--- config.mk ---
export PLATFORM = sky130hd
export DESIGN_NAME = tftlcd_timing_gen
export DESIGN_NICKNAME = d
export VERILOG_FILES = /design/src/rtl/tftlcd_pkg.sv /design/src/rtl/tftlcd_pixel_tick.sv /design/src/rtl/tftlcd_timing_gen.sv
export SDC_FILE = /design/constraint.sdc
export NUM_CORES = 1
export LEC_CHECK = 0
export CELL_PAD_IN_SITES_DETAIL_PLACEMENT = 0
export CELL_PAD_IN_SITES_GLOBAL_PLACEMENT = 1
export CORE_ASPECT_RATIO = 0.75
export CORE_MARGIN = 5
export CORE_UTILIZATION = 37
export CTS_CLUSTER_SIZE = 14
export DETAILED_ROUTE_END_ITERATION = 16
export PLACE_DENSITY = 0.82
export SYNTH_ARGS = -nofsm -noshare
export SYNTH_HDL_FRONTEND = slang
export SYNTH_SLANG_ARGS = --single-unit
--- constraint.sdc ---
create_clock -name clk -period 2.85 [get_ports clk]
set_input_delay 0.57 -clock clk [delete_from_list [all_inputs] [get_ports clk]]
set_output_delay 0.57 -clock clk [all_outputs]
set_load 0.02 [all_outputs]
--- src/rtl/tftlcd_pkg.sv ---
// -----------------------------------------------------------------------------
// tftlcd_pkg
// Shared timing constants for the 480x272 TFT panel and the state encoding of
// the raster generator. Pixel/RGB consumers import this package so that they
// agree with the generator on where the active window lies.
//
// Contents:
//   H_SYNC..V_FP        default porch/sync/active sizes (pixel ticks / lines)
//   H_TOTAL, V_TOTAL    full line length and full frame height
//   H_START, V_START    first active column / row
//   ST_IDLE, ST_RUN     generator FSM encoding
//   in_span()           window test shared by generator and consumers
// -----------------------------------------------------------------------------
package tftlcd_pkg;

    localparam int H_SYNC  = 41;
    localparam int H_BP    = 2;
    localparam int H_ACT   = 480;
    localparam int H_FP    = 2;
    localparam int V_SYNC  = 10;
    localparam int V_BP    = 2;
    localparam int V_ACT   = 272;
    localparam int V_FP    = 2;

    localparam int H_TOTAL = H_SYNC + H_BP + H_ACT + H_FP;
    localparam int H_START = H_SYNC + H_BP;
    localparam int V_TOTAL = V_SYNC + V_BP + V_ACT + V_FP;
    localparam int V_START = V_SYNC + V_BP;

    localparam logic [0:0] ST_IDLE = 1'b0;
    localparam logic [0:0] ST_RUN  = 1'b1;

    // True when start <= pos < start+len. Written as an offset compare so the
    // window end never has to be formed, which could overflow 10 bits when the
    // window touches the end of a 1024-long line.
    function automatic logic in_span(input logic [9:0] pos,
                                     input logic [9:0] start,
                                     input logic [9:0] len);
        return (pos >= start) && ((pos - start) < len);
    endfunction

endpackage

--- src/rtl/tftlcd_pixel_tick.sv ---
// -----------------------------------------------------------------------------
// tftlcd_pixel_tick
// Clock-enable divider: asserts tick_o once every CLK_DIV clk cycles. While
// restart_i is high the count is forced back to 0 and no tick is issued, so
// the first tick after restart drops lands exactly CLK_DIV cycles later.
//
// Ports:
//   clk        system clock, rising edge
//   rstn       asynchronous active-low reset
//   restart_i  synchronous restart, holds the divider at 0
//   tick_o     one-cycle pixel tick (combinational from the divider state)
// -----------------------------------------------------------------------------
module tftlcd_pixel_tick #(
    parameter int CLK_DIV = 1
) (
    input  logic clk,
    input  logic rstn,
    input  logic restart_i,
    output logic tick_o
);

    localparam logic [3:0] DIV_LAST = 4'(CLK_DIV - 1);

    logic [3:0] div_q;
    logic [3:0] div_d;

    always_comb begin
        if (restart_i || (div_q == DIV_LAST)) begin
            div_d = '0;
        end else begin
            div_d = div_q + 4'd1;
        end
    end

    always_ff @(posedge clk or negedge rstn) begin
        if (!rstn) begin
            div_q <= '0;
        end else begin
            div_q <= div_d;
        end
    end

    assign tick_o = !restart_i && (div_q == DIV_LAST);

endmodule

--- src/rtl/tftlcd_timing_gen.sv ---
// -----------------------------------------------------------------------------
// tftlcd_timing_gen
// Raster timing generator for the TFT panel. Produces the running horizontal
// and vertical counts plus sync, data-enable, active-area coordinates, line
// and frame strobes and a completed-frame counter. Every output is a flop;
// the decodes are computed from the next counts so they never skew against
// the counts they describe.
//
// Ports:
//   clk         system clock, rising edge
//   rstn        asynchronous active-low reset
//   en          run request; low blanks the panel and parks the counters
//   Hsync       horizontal sync, active low
//   Vsync       vertical sync, active low
//   DE          data enable, high inside the active window
//   HsyncCount  horizontal position 0..H_TOTAL-1
//   VsyncCount  vertical position 0..V_TOTAL-1
//   PixelX      active-area column while DE, else 0
//   PixelY      active-area row while DE, else 0
//   LineStart   one-clk pulse on the first clk of HsyncCount==0
//   FrameStart  one-clk pulse on the first clk of (0,0)
//   FrameCnt    completed frames, wraps at 2^16
// -----------------------------------------------------------------------------
module tftlcd_timing_gen #(
    parameter int H_SYNC  = tftlcd_pkg::H_SYNC,
    parameter int H_BP    = tftlcd_pkg::H_BP,
    parameter int H_ACT   = tftlcd_pkg::H_ACT,
    parameter int H_FP    = tftlcd_pkg::H_FP,
    parameter int V_SYNC  = tftlcd_pkg::V_SYNC,
    parameter int V_BP    = tftlcd_pkg::V_BP,
    parameter int V_ACT   = tftlcd_pkg::V_ACT,
    parameter int V_FP    = tftlcd_pkg::V_FP,
    parameter int CLK_DIV = 1
) (
    input  logic        clk,
    input  logic        rstn,
    input  logic        en,
    output logic        Hsync,
    output logic        Vsync,
    output logic        DE,
    output logic [9:0]  HsyncCount,
    output logic [9:0]  VsyncCount,
    output logic [8:0]  PixelX,
    output logic [8:0]  PixelY,
    output logic        LineStart,
    output logic        FrameStart,
    output logic [15:0] FrameCnt
);

    import tftlcd_pkg::*;

    localparam int H_TOT = H_SYNC + H_BP + H_ACT + H_FP;
    localparam int H_STA = H_SYNC + H_BP;
    localparam int V_TOT = V_SYNC + V_BP + V_ACT + V_FP;
    localparam int V_STA = V_SYNC + V_BP;

    if ((H_TOT > 1024) || (V_TOT > 1024) || (H_ACT > 512) || (V_ACT > 512) ||
        (CLK_DIV < 1) || (CLK_DIV > 16)) begin : g_bad_params
        $error("tftlcd_timing_gen: timing does not fit 10-bit counts / 9-bit coordinates");
    end

    localparam logic [9:0] H_LAST    = 10'(H_TOT - 1);
    localparam logic [9:0] V_LAST    = 10'(V_TOT - 1);
    localparam logic [9:0] H_SYNC_C  = 10'(H_SYNC);
    localparam logic [9:0] V_SYNC_C  = 10'(V_SYNC);
    localparam logic [9:0] H_START_C = 10'(H_STA);
    localparam logic [9:0] V_START_C = 10'(V_STA);
    localparam logic [9:0] H_ACT_C   = 10'(H_ACT);
    localparam logic [9:0] V_ACT_C   = 10'(V_ACT);

    logic [0:0]  state_q, state_d;
    logic [9:0]  h_q, h_d, v_q, v_d;
    logic [8:0]  px_q, px_d, py_q, py_d;
    logic        hs_q, hs_d, vs_q, vs_d, de_q, de_d;
    logic        ls_q, ls_d, fs_q, fs_d;
    logic [15:0] fc_q, fc_d;
    logic        run_d;
    logic        tick;
    logic        div_restart;

    // The divider only runs while we stay in RUN; entry and exit edges both
    // park it at 0 so each count is held a full CLK_DIV cycles after entry.
    assign div_restart = !((state_q == ST_RUN) && en);

    tftlcd_pixel_tick #(
        .CLK_DIV (CLK_DIV)
    ) u_pixel_tick (
        .clk       (clk),
        .rstn      (rstn),
        .restart_i (div_restart),
        .tick_o    (tick)
    );

    always_comb begin
        state_d = state_q;
        h_d     = h_q;
        v_d     = v_q;
        fc_d    = fc_q;
        ls_d    = 1'b0;
        fs_d    = 1'b0;

        if (state_q == ST_IDLE) begin
            if (en) begin
                state_d = ST_RUN;
                h_d     = '0;
                v_d     = '0;
                ls_d    = 1'b1;
                fs_d    = 1'b1;
            end
        end else if (!en) begin
            // Abandon the frame immediately; FrameCnt keeps its value.
            state_d = ST_IDLE;
            h_d     = '0;
            v_d     = '0;
        end else if (tick) begin
            if (h_q == H_LAST) begin
                h_d  = '0;
                ls_d = 1'b1;
                if (v_q == V_LAST) begin
                    v_d  = '0;
                    fs_d = 1'b1;
                    fc_d = fc_q + 16'd1;
                end else begin
                    v_d = v_q + 10'd1;
                end
            end else begin
                h_d = h_q + 10'd1;
            end
        end

        // Decodes follow the next counts so they register in the same edge.
        run_d = (state_d == ST_RUN);
        hs_d  = !(run_d && (h_d < H_SYNC_C));
        vs_d  = !(run_d && (v_d < V_SYNC_C));
        de_d  = run_d && in_span(h_d, H_START_C, H_ACT_C) && in_span(v_d, V_START_C, V_ACT_C);
        px_d  = de_d ? 9'(h_d - H_START_C) : '0;
        py_d  = de_d ? 9'(v_d - V_START_C) : '0;
    end

    always_ff @(posedge clk or negedge rstn) begin
        if (!rstn) begin
            state_q <= ST_IDLE;
            h_q     <= '0;
            v_q     <= '0;
            px_q    <= '0;
            py_q    <= '0;
            hs_q    <= 1'b1;
            vs_q    <= 1'b1;
            de_q    <= 1'b0;
            ls_q    <= 1'b0;
            fs_q    <= 1'b0;
            fc_q    <= '0;
        end else begin
            state_q <= state_d;
            h_q     <= h_d;
            v_q     <= v_d;
            px_q    <= px_d;
            py_q    <= py_d;
            hs_q    <= hs_d;
            vs_q    <= vs_d;
            de_q    <= de_d;
            ls_q    <= ls_d;
            fs_q    <= fs_d;
            fc_q    <= fc_d;
        end
    end

    assign Hsync      = hs_q;
    assign Vsync      = vs_q;
    assign DE         = de_q;
    assign HsyncCount = h_q;
    assign VsyncCount = v_q;
    assign PixelX     = px_q;
    assign PixelY     = py_q;
    assign LineStart  = ls_q;
    assign FrameStart = fs_q;
    assign FrameCnt   = fc_q;

endmodule
==> results of run 1 <==
[where the power goes]
part	switching [mW]	internal, mW	leakage, nW	total [mW]
Clock	0.418	0.774	0.157	1.19
Combinational	0.0792	0.0530	1.69	0.132
Sequential	0.00398	0.917	0.874	0.921
Total	0.501	1.74	2.72	2.24
[layout by cell type (no fill, tap or decap), types with 8 or more instances in the layout]
cell type                           n
sky130_fd_sc_hd__o21ai_0           11
sky130_fd_sc_hd__nor2_1            25
sky130_fd_sc_hd__nor3_1             8
sky130_fd_sc_hd__xor2_1            10
sky130_fd_sc_hd__xnor2_1           16
sky130_fd_sc_hd__a21oi_1           10
sky130_fd_sc_hd__dfrtp_1           60
sky130_fd_sc_hd__inv_1             16
sky130_fd_sc_hd__nand4_1           11
sky130_fd_sc_hd__clkdlybuf4s50_1   59
sky130_fd_sc_hd__buf_4            124
sky130_fd_sc_hd__clkbuf_16          9
sky130_fd_sc_hd__nand3_1           18
sky130_fd_sc_hd__nand2_1           32
[per-stage QoR]
step	power [mW]	worst slack [ns]	instances	area, sq um
finish	2.24	-0.225	684	5830
global route	2.33	-0.381	684	5830
CTS	2.27	-0.261	679	5610
detailed placement	1.06	-0.782	657	5170
global placement	1.06	-0.638	657	5170
floorplan	0.985	-0.167	362	3560
[cell families (layout without fill, tap and decap cells)]
family / count (synthesis) / in the layout / synth area share [%]
DFF: 64 / 64 / 45.6
muxes: 4 / 4 / 1.21
xor gates and xnor gates: 27 / 27 / 6.73
AOI/OAI and AO/OA: 61 / 61 / 11.7
and+or+nand+nor: 166 / 166 / 27.3
adders and majority gates: 11 / 11 / 3.91
buffers and inverters: 29 / 223 / 3.52
[sequential cells by signal, indices dropped and copies added (netlist names)]
register and cells:
FrameCnt 16, HsyncCount 10, VsyncCount 10, PixelX 9, PixelY 9, u_pixel_tick.div_q 4, DE 1, FrameStart 1
Hsync 1, LineStart 1, Vsync 1, state_q 1
[layer usage]
| layer | vias up | GRT usage [%] | routed length [um] |
|---|---|---|---|
| met1 | 1659 | 28.2 | 5400 |
| met2 | 74 | 28.8 | 4810 |
| met4 | 0 | 5.50 | 127 |
| met5 | - | 0 | 0 |
| li1 | 1682 | - | - |
| met3 | 10 | 5.45 | 554 |
[worst max-delay path by stage]
stage,start,end,cells after the start
after floorplan,u_pixel_tick.div_q[0],PixelY[4],11
after global placement,en,PixelX[8],12
after detailed placement,en,PixelX[7],12
after CTS,u_pixel_tick.div_q[1],PixelY[1],11
after global routing,u_pixel_tick.div_q[1],PixelY[0],15
final,u_pixel_tick.div_q[1],PixelY[1],11
[what timing repair did]
item / in CTS / in global routing
pin swaps: 11 / 21
setup buffers: 6 / 7
endpoints found under the setup margin: 20 / 21
gates resized for setup: 18 / 39
[worst register-to-register path, stage by stage, from the launching register on]
cell	delay (ns)
sky130_fd_sc_hd__dfrtp_1	0.37
sky130_fd_sc_hd__inv_1	0.06
sky130_fd_sc_hd__ha_2	0.18
sky130_fd_sc_hd__or3b_4	0.42
sky130_fd_sc_hd__or4_4	0.45
sky130_fd_sc_hd__a31o_4	0.24
sky130_fd_sc_hd__a211o_1	0.26
sky130_fd_sc_hd__a21o_1	0.19
sky130_fd_sc_hd__nor4b_4	0.30
sky130_fd_sc_hd__nand4b_4	0.22
sky130_fd_sc_hd__buf_12	0.21
sky130_fd_sc_hd__nor2b_1	0.11
[cell type report]
type | instances | area (sq um) | share of cell area [%]
clock inverters | 7 | 103 | 1.76
inverters | 18 | 67.6 | 1.16
multi-input cells | 269 | 2070 | 35.5
well taps | 128 | 160 | 2.75
repair buffers | 189 | 1600 | 27.5
flip-flops and latches | 64 | 1610 | 27.5
clock buffers | 9 | 225 | 3.86
==> impl_metrics.toml, run 1 <==
[sta]
min_period_over_period_pct = 108
hold_ws_ns = 0.274
rsz_0062_raised_after_global_routing = "true"
max_slew.worst_pin.slew_ns = 0.677
max-slew-margin-rel_pct = 54.8
clock_skew_ns = 0.00555
finalHoldViolCount = 0
drv_slew = 0
achievable_clock_frequency_ghz = 0.325
fin_setup_tns_ns = -3.45
timing.final.setup_violations = 19
min_period_ns = 3.08
finalWorstSetupSlack_ns = -0.225

[critical_path]
critical_path_launch_point_type = "flip-flop"
timing.critical_path.cells = "inv_1, ha_2, or3b_4, or4_4, a31o_4, a211o_1, a21o_1, nor4b_4, nand4b_4, buf_12, nor2b_1"
criticalPathCategory = "reg2reg"
timing.critical_path.fanout_max = 8
timing.critical_path.slowest_stage_cell = "sky130_fd_sc_hd__or4_4"
critical_path.top_delay_family = "simple AND/OR/NAND/NOR gates"
beginning_of_the_worst_register_to_register_path = "u_pixel_tick.div_q[1]"
ff2ff_path_depth = 11
timing.critical_path.arrival_ns = 3.33
worst-r2r-setup-slack_ns = -0.23
worst_stage_delay_on_the_critical_path_ns = 0.45
worst_r2r_endpoint = "PixelY[1]"
path_buf_inv = 2
required_time_reported_for_the_critical_path_endpoint_ns = 3.11
endpoint_kind = "flip-flop"

[layout]
layout_utilization_pct = 63.7
fill_cells = 772
nNetsFinal = 565
post_route_cells_drive_above_1_share_pct = 38.5
synthToLayoutAreaGrowth_pct = 65.9
num_antenna_cells = 0

[yosys]
yosys_register_bits = 64
count_of_mapped_cells_out_of_synthesis = 362
yosysMostFrequentCell = "sky130_fd_sc_hd__dfrtp_1"
synthArstFlopShare_pct = 100
synth.area.top_cells = "sky130_fd_sc_hd__dfrtp_1 44%, sky130_fd_sc_hd__xnor2_1 4.2%, sky130_fd_sc_hd__ha_1 3.9%"
synth_top_area_cell = "sky130_fd_sc_hd__dfrtp_1"
synth_flop_cell = "sky130_fd_sc_hd__dfrtp_1"
number_of_library_cell_types_mapped_by_synthesis = 57
synth_top_cell_area_share_pct = 44.1
synth.cell_area_sq_mm = 0.00352
synth.top_cells.by_count = "62 x sky130_fd_sc_hd__dfrtp_1, 33 x sky130_fd_sc_hd__nand2_1, 28 x sky130_fd_sc_hd__nor2_1"
synth.avg_cell_area_sq_um = 9.71
synth-warning-count = 0
seq_area_frac_synth_pct = 45.6
synthesis.nets = 376
synth_edf_count = 0

[global_routing]
grt_pass1_wl_um = 17300
global_route.usage.total_pct = 19.6
grt_antenna_before_repair = 0
vias_in_the_first_global_route = 3408
gr-total-overflow = 0
maximum_number_of_pins_on_one_net_before_global_route_repair = 38

[placement]
gpl.final_weighted_congestion = 0.929
place_hpwl_um = 8490
numPortBuffers = 61

[routing]
drt_first_iter_violations = 221
detail_route.first_pass.iterations = 4
route.final.wire_length_um = 10900
remaining_drc_errors = 0
viasPerCell = 5.01
final_antenna_net_count = 0
dr_total_vias = 3425
wl_per_cell_um = 15.9

[floorplan]
core-area_sq_mm = 0.00916
die_footprint_sq_mm = 0.0116
boundary_pins = 62
chip_height_um = 94.4
die_width_um = 123
floorplan.initialDensity_pct = 38.4
core.rowCount = 30

[cts]
cts_buffers = 9
cts_root_buf = "sky130_fd_sc_hd__clkbuf_16"
cts_hold_repair.buffers = 0
insertion_delay_ns = 0.33
clk_sink_count = 64
clk_path_buf_depth = 2
path_clk_slew_ns = 0.06
tritoncts = "built"
cts_max_level = 3

[power]
p_leak_nw = 2.72
power_density_mw_per_mm2 = 385
vdd.ir_drop.worst_mv = 0.364

[run_status]
failed_checks = "setup timing"
outcome = "finished with violations"

[flow_run]
drv.max_cap_violation_count = 0

[min_path]
worstHoldPathType = "in2async"
Note: power is estimated with default switching activity, not from simulation.
==> run 2: changes to the inputs <==
- PLACE_DENSITY: 0.82 -> 0.88
==> run 2 against run 1 <==
Compared with the run above:
- the run still ends with setup timing left
- cell count rose by 0.88%
- cell area increased by 0.30%
- worst hold slack worse by 0.0013 ns
- sequential cell count did not move
- first-iteration DRC count is 45% higher
- non-clock buffer count grew 6
- routed wire length up 2.7%
- critical endpoint is now PixelY[0]
==> impl_metrics.toml, run 2 (synthesis gave the netlist of run 1 again) <==
[placement]
gpl.final_weighted_congestion = 0.969
numPortBuffers = 61
placedCellCount = 652
place_hpwl_um = 8420

[run_status]
failed_checks = "setup timing"
outcome = "finished with violations"

[layout]
layoutNonFillerInstCount = 690
layout_common_cells = "127 x sky130_fd_sc_hd__buf_4, 60 x sky130_fd_sc_hd__dfrtp_1, 59 x sky130_fd_sc_hd__clkdlybuf4s50_1"
largest_register_ffs = 16
synthToLayoutAreaGrowth_pct = 66.4
mostFrequentLayoutCell = "sky130_fd_sc_hd__buf_4"
layout_utilization_pct = 63.9
num_antenna_cells = 0
nNetsFinal = 571
fill_cells = 758
post_route_cells_drive_above_1_share_pct = 39.5

[critical_path]
path_buf_inv = 3
endpoint_kind = "flip-flop"
timing.critical_path.slowest_stage_cell = "sky130_fd_sc_hd__or3b_4"
critical_path.top_delay_family = "simple AND/OR/NAND/NOR gates"
timing.critical_path.arrival_ns = 3.32
worst_stage_delay_on_the_critical_path_ns = 0.42
critical_path_launch_point_type = "flip-flop"
timing.critical_path.cells = "inv_1, ha_2, or3b_4, buf_4, nor4_2, nand2_1, a21oi_1, mux2i_2, a21o_1, nor4b_4, nand4b_4, buf_12, nor2b_4"
required_time_reported_for_the_critical_path_endpoint_ns = 3.12
criticalPathCategory = "reg2reg"
timing.critical_path.fanout_max = 8

[sta]
fin_setup_tns_ns = -3.04
hold_ws_ns = 0.273
min_period_over_period_pct = 107
finalWorstSetupSlack_ns = -0.202
clock_skew_ns = 0.00559
drv_slew = 0
rsz_0062_raised_after_global_routing = "true"
timing.final.setup_violations = 19
max_slew.worst_pin.slew_ns = 0.673
max-slew-margin-rel_pct = 55.1
min_period_ns = 3.05
achievable_clock_frequency_ghz = 0.328
finalHoldViolCount = 0

[flow_run]
drv.max_cap_violation_count = 0

[routing]
wl_per_cell_um = 16.2
route.final.wire_length_um = 11200
drt_first_iter_violations = 321
detail_route.first_pass.iterations = 5
dr_total_vias = 3523
remaining_drc_errors = 0
final_antenna_net_count = 0
viasPerCell = 5.11

[global_routing]
gr-total-overflow = 0
vias_in_the_first_global_route = 3467
maximum_number_of_pins_on_one_net_before_global_route_repair = 37
global_route.usage.total_pct = 20.0
grt_pass1_wl_um = 17800
grt_antenna_before_repair = 0

[floorplan]
core.rowCount = 30
core-area_sq_mm = 0.00916
floorplan.initialDensity_pct = 38.4
die_width_um = 123
boundary_pins = 62
die_footprint_sq_mm = 0.0116
chip_height_um = 94.4

[cts]
path_clk_slew_ns = 0.05
insertion_delay_ns = 0.33
clk_path_buf_depth = 2
clk_sink_count = 64
cts_root_buf = "sky130_fd_sc_hd__clkbuf_16"
cts_buffers = 9
tritoncts = "built"
cts_max_level = 3

[power]
p_leak_nw = 2.75
vdd.ir_drop.worst_mv = 0.248
power_density_mw_per_mm2 = 351

[min_path]
worstHoldPathType = "in2async"
==> run 2: layout make-up <==
| class | count | area (sq um) | area share, % |
|---|---|---|---|
| sequential | 64 | 1610 | 27.5 |
| tap | 128 | 160 | 2.74 |
| inverter | 18 | 67.6 | 1.15 |
| multi-input combinational | 269 | 2080 | 35.6 |
| clock inverter | 7 | 47.5 | 0.813 |
| clock buffer | 9 | 225 | 3.85 |
| timing repair buffer | 195 | 1660 | 28.4 |
==> run 2: worst paths after layout <==
check / depth (start not counted) / endpoint / from / slack (ns)
max in group asynchronous: 2 / Vsync / rstn / 1.90
worst min-delay path: 1 / FrameCnt[11] / rstn / 0.27
worst min register to register: 1 / FrameCnt[15] / FrameCnt[15] / 0.48
worst max-delay path: 13 / PixelY[0] / u_pixel_tick.div_q[1] / -0.20
min in group clk: 1 / FrameCnt[15] / FrameCnt[15] / 0.48
worst max register to register: 13 / PixelY[0] / u_pixel_tick.div_q[1] / -0.20
==> run 2: worst reg2reg max path, cell delays in order (launching register included) <==
cell and delay, ns:
sky130_fd_sc_hd__dfrtp_1 0.38, sky130_fd_sc_hd__inv_1 0.07, sky130_fd_sc_hd__ha_2 0.16, sky130_fd_sc_hd__or3b_4 0.42
sky130_fd_sc_hd__buf_4 0.16, sky130_fd_sc_hd__nor4_2 0.27, sky130_fd_sc_hd__nand2_1 0.12, sky130_fd_sc_hd__a21oi_1 0.19
sky130_fd_sc_hd__mux2i_2 0.16, sky130_fd_sc_hd__a21o_1 0.24, sky130_fd_sc_hd__nor4b_4 0.29, sky130_fd_sc_hd__nand4b_4 0.22
sky130_fd_sc_hd__buf_12 0.21, sky130_fd_sc_hd__nor2b_4 0.10
==> run 2: routing by layer <==
metal | track usage, % | wire length, um | vias to the layer above
li1 | - | - | 1692
met1 | 28.1 | 5140 | 1679
met2 | 30.6 | 5080 | 133
met3 | 4.31 | 764 | 19
met4 | 6.62 | 215 | 0
met5 | 0 | 0 | -
==> run 2: what timing repair did <==
item / 4_1_cts / 5_1_grt
buffers inserted: 13 / 9
pin swaps: 15 / 21
cloned: 0 / 0
endpoints found under the setup margin: 20 / 21
hold buffers: 0 / 0
hold endpoints to repair: 0 / 0
resized for setup: 25 / 38
==> run 2: stage by stage <==
step / setup slack [ns] / instance area, sq um / power (mW)
2_1_floorplan: -0.167 / 3560 / 0.985
3_3_place_gp: -0.586 / 5140 / 1.06
3_5_place_dp: -0.742 / 5140 / 1.07
4_1_cts: -0.275 / 5600 / 2.07
5_1_grt: -0.428 / 5850 / 2.14
6_report: -0.202 / 5850 / 2.06
==> run 2: where the power goes <==
part / internal, mW / switching [mW] / total (mW)
Sequential: 0.917 / 0.00371 / 0.921
Combinational: 0.0566 / 0.0848 / 0.141
Clock: 0.586 / 0.408 / 0.994
Total: 1.56 / 0.496 / 2.06
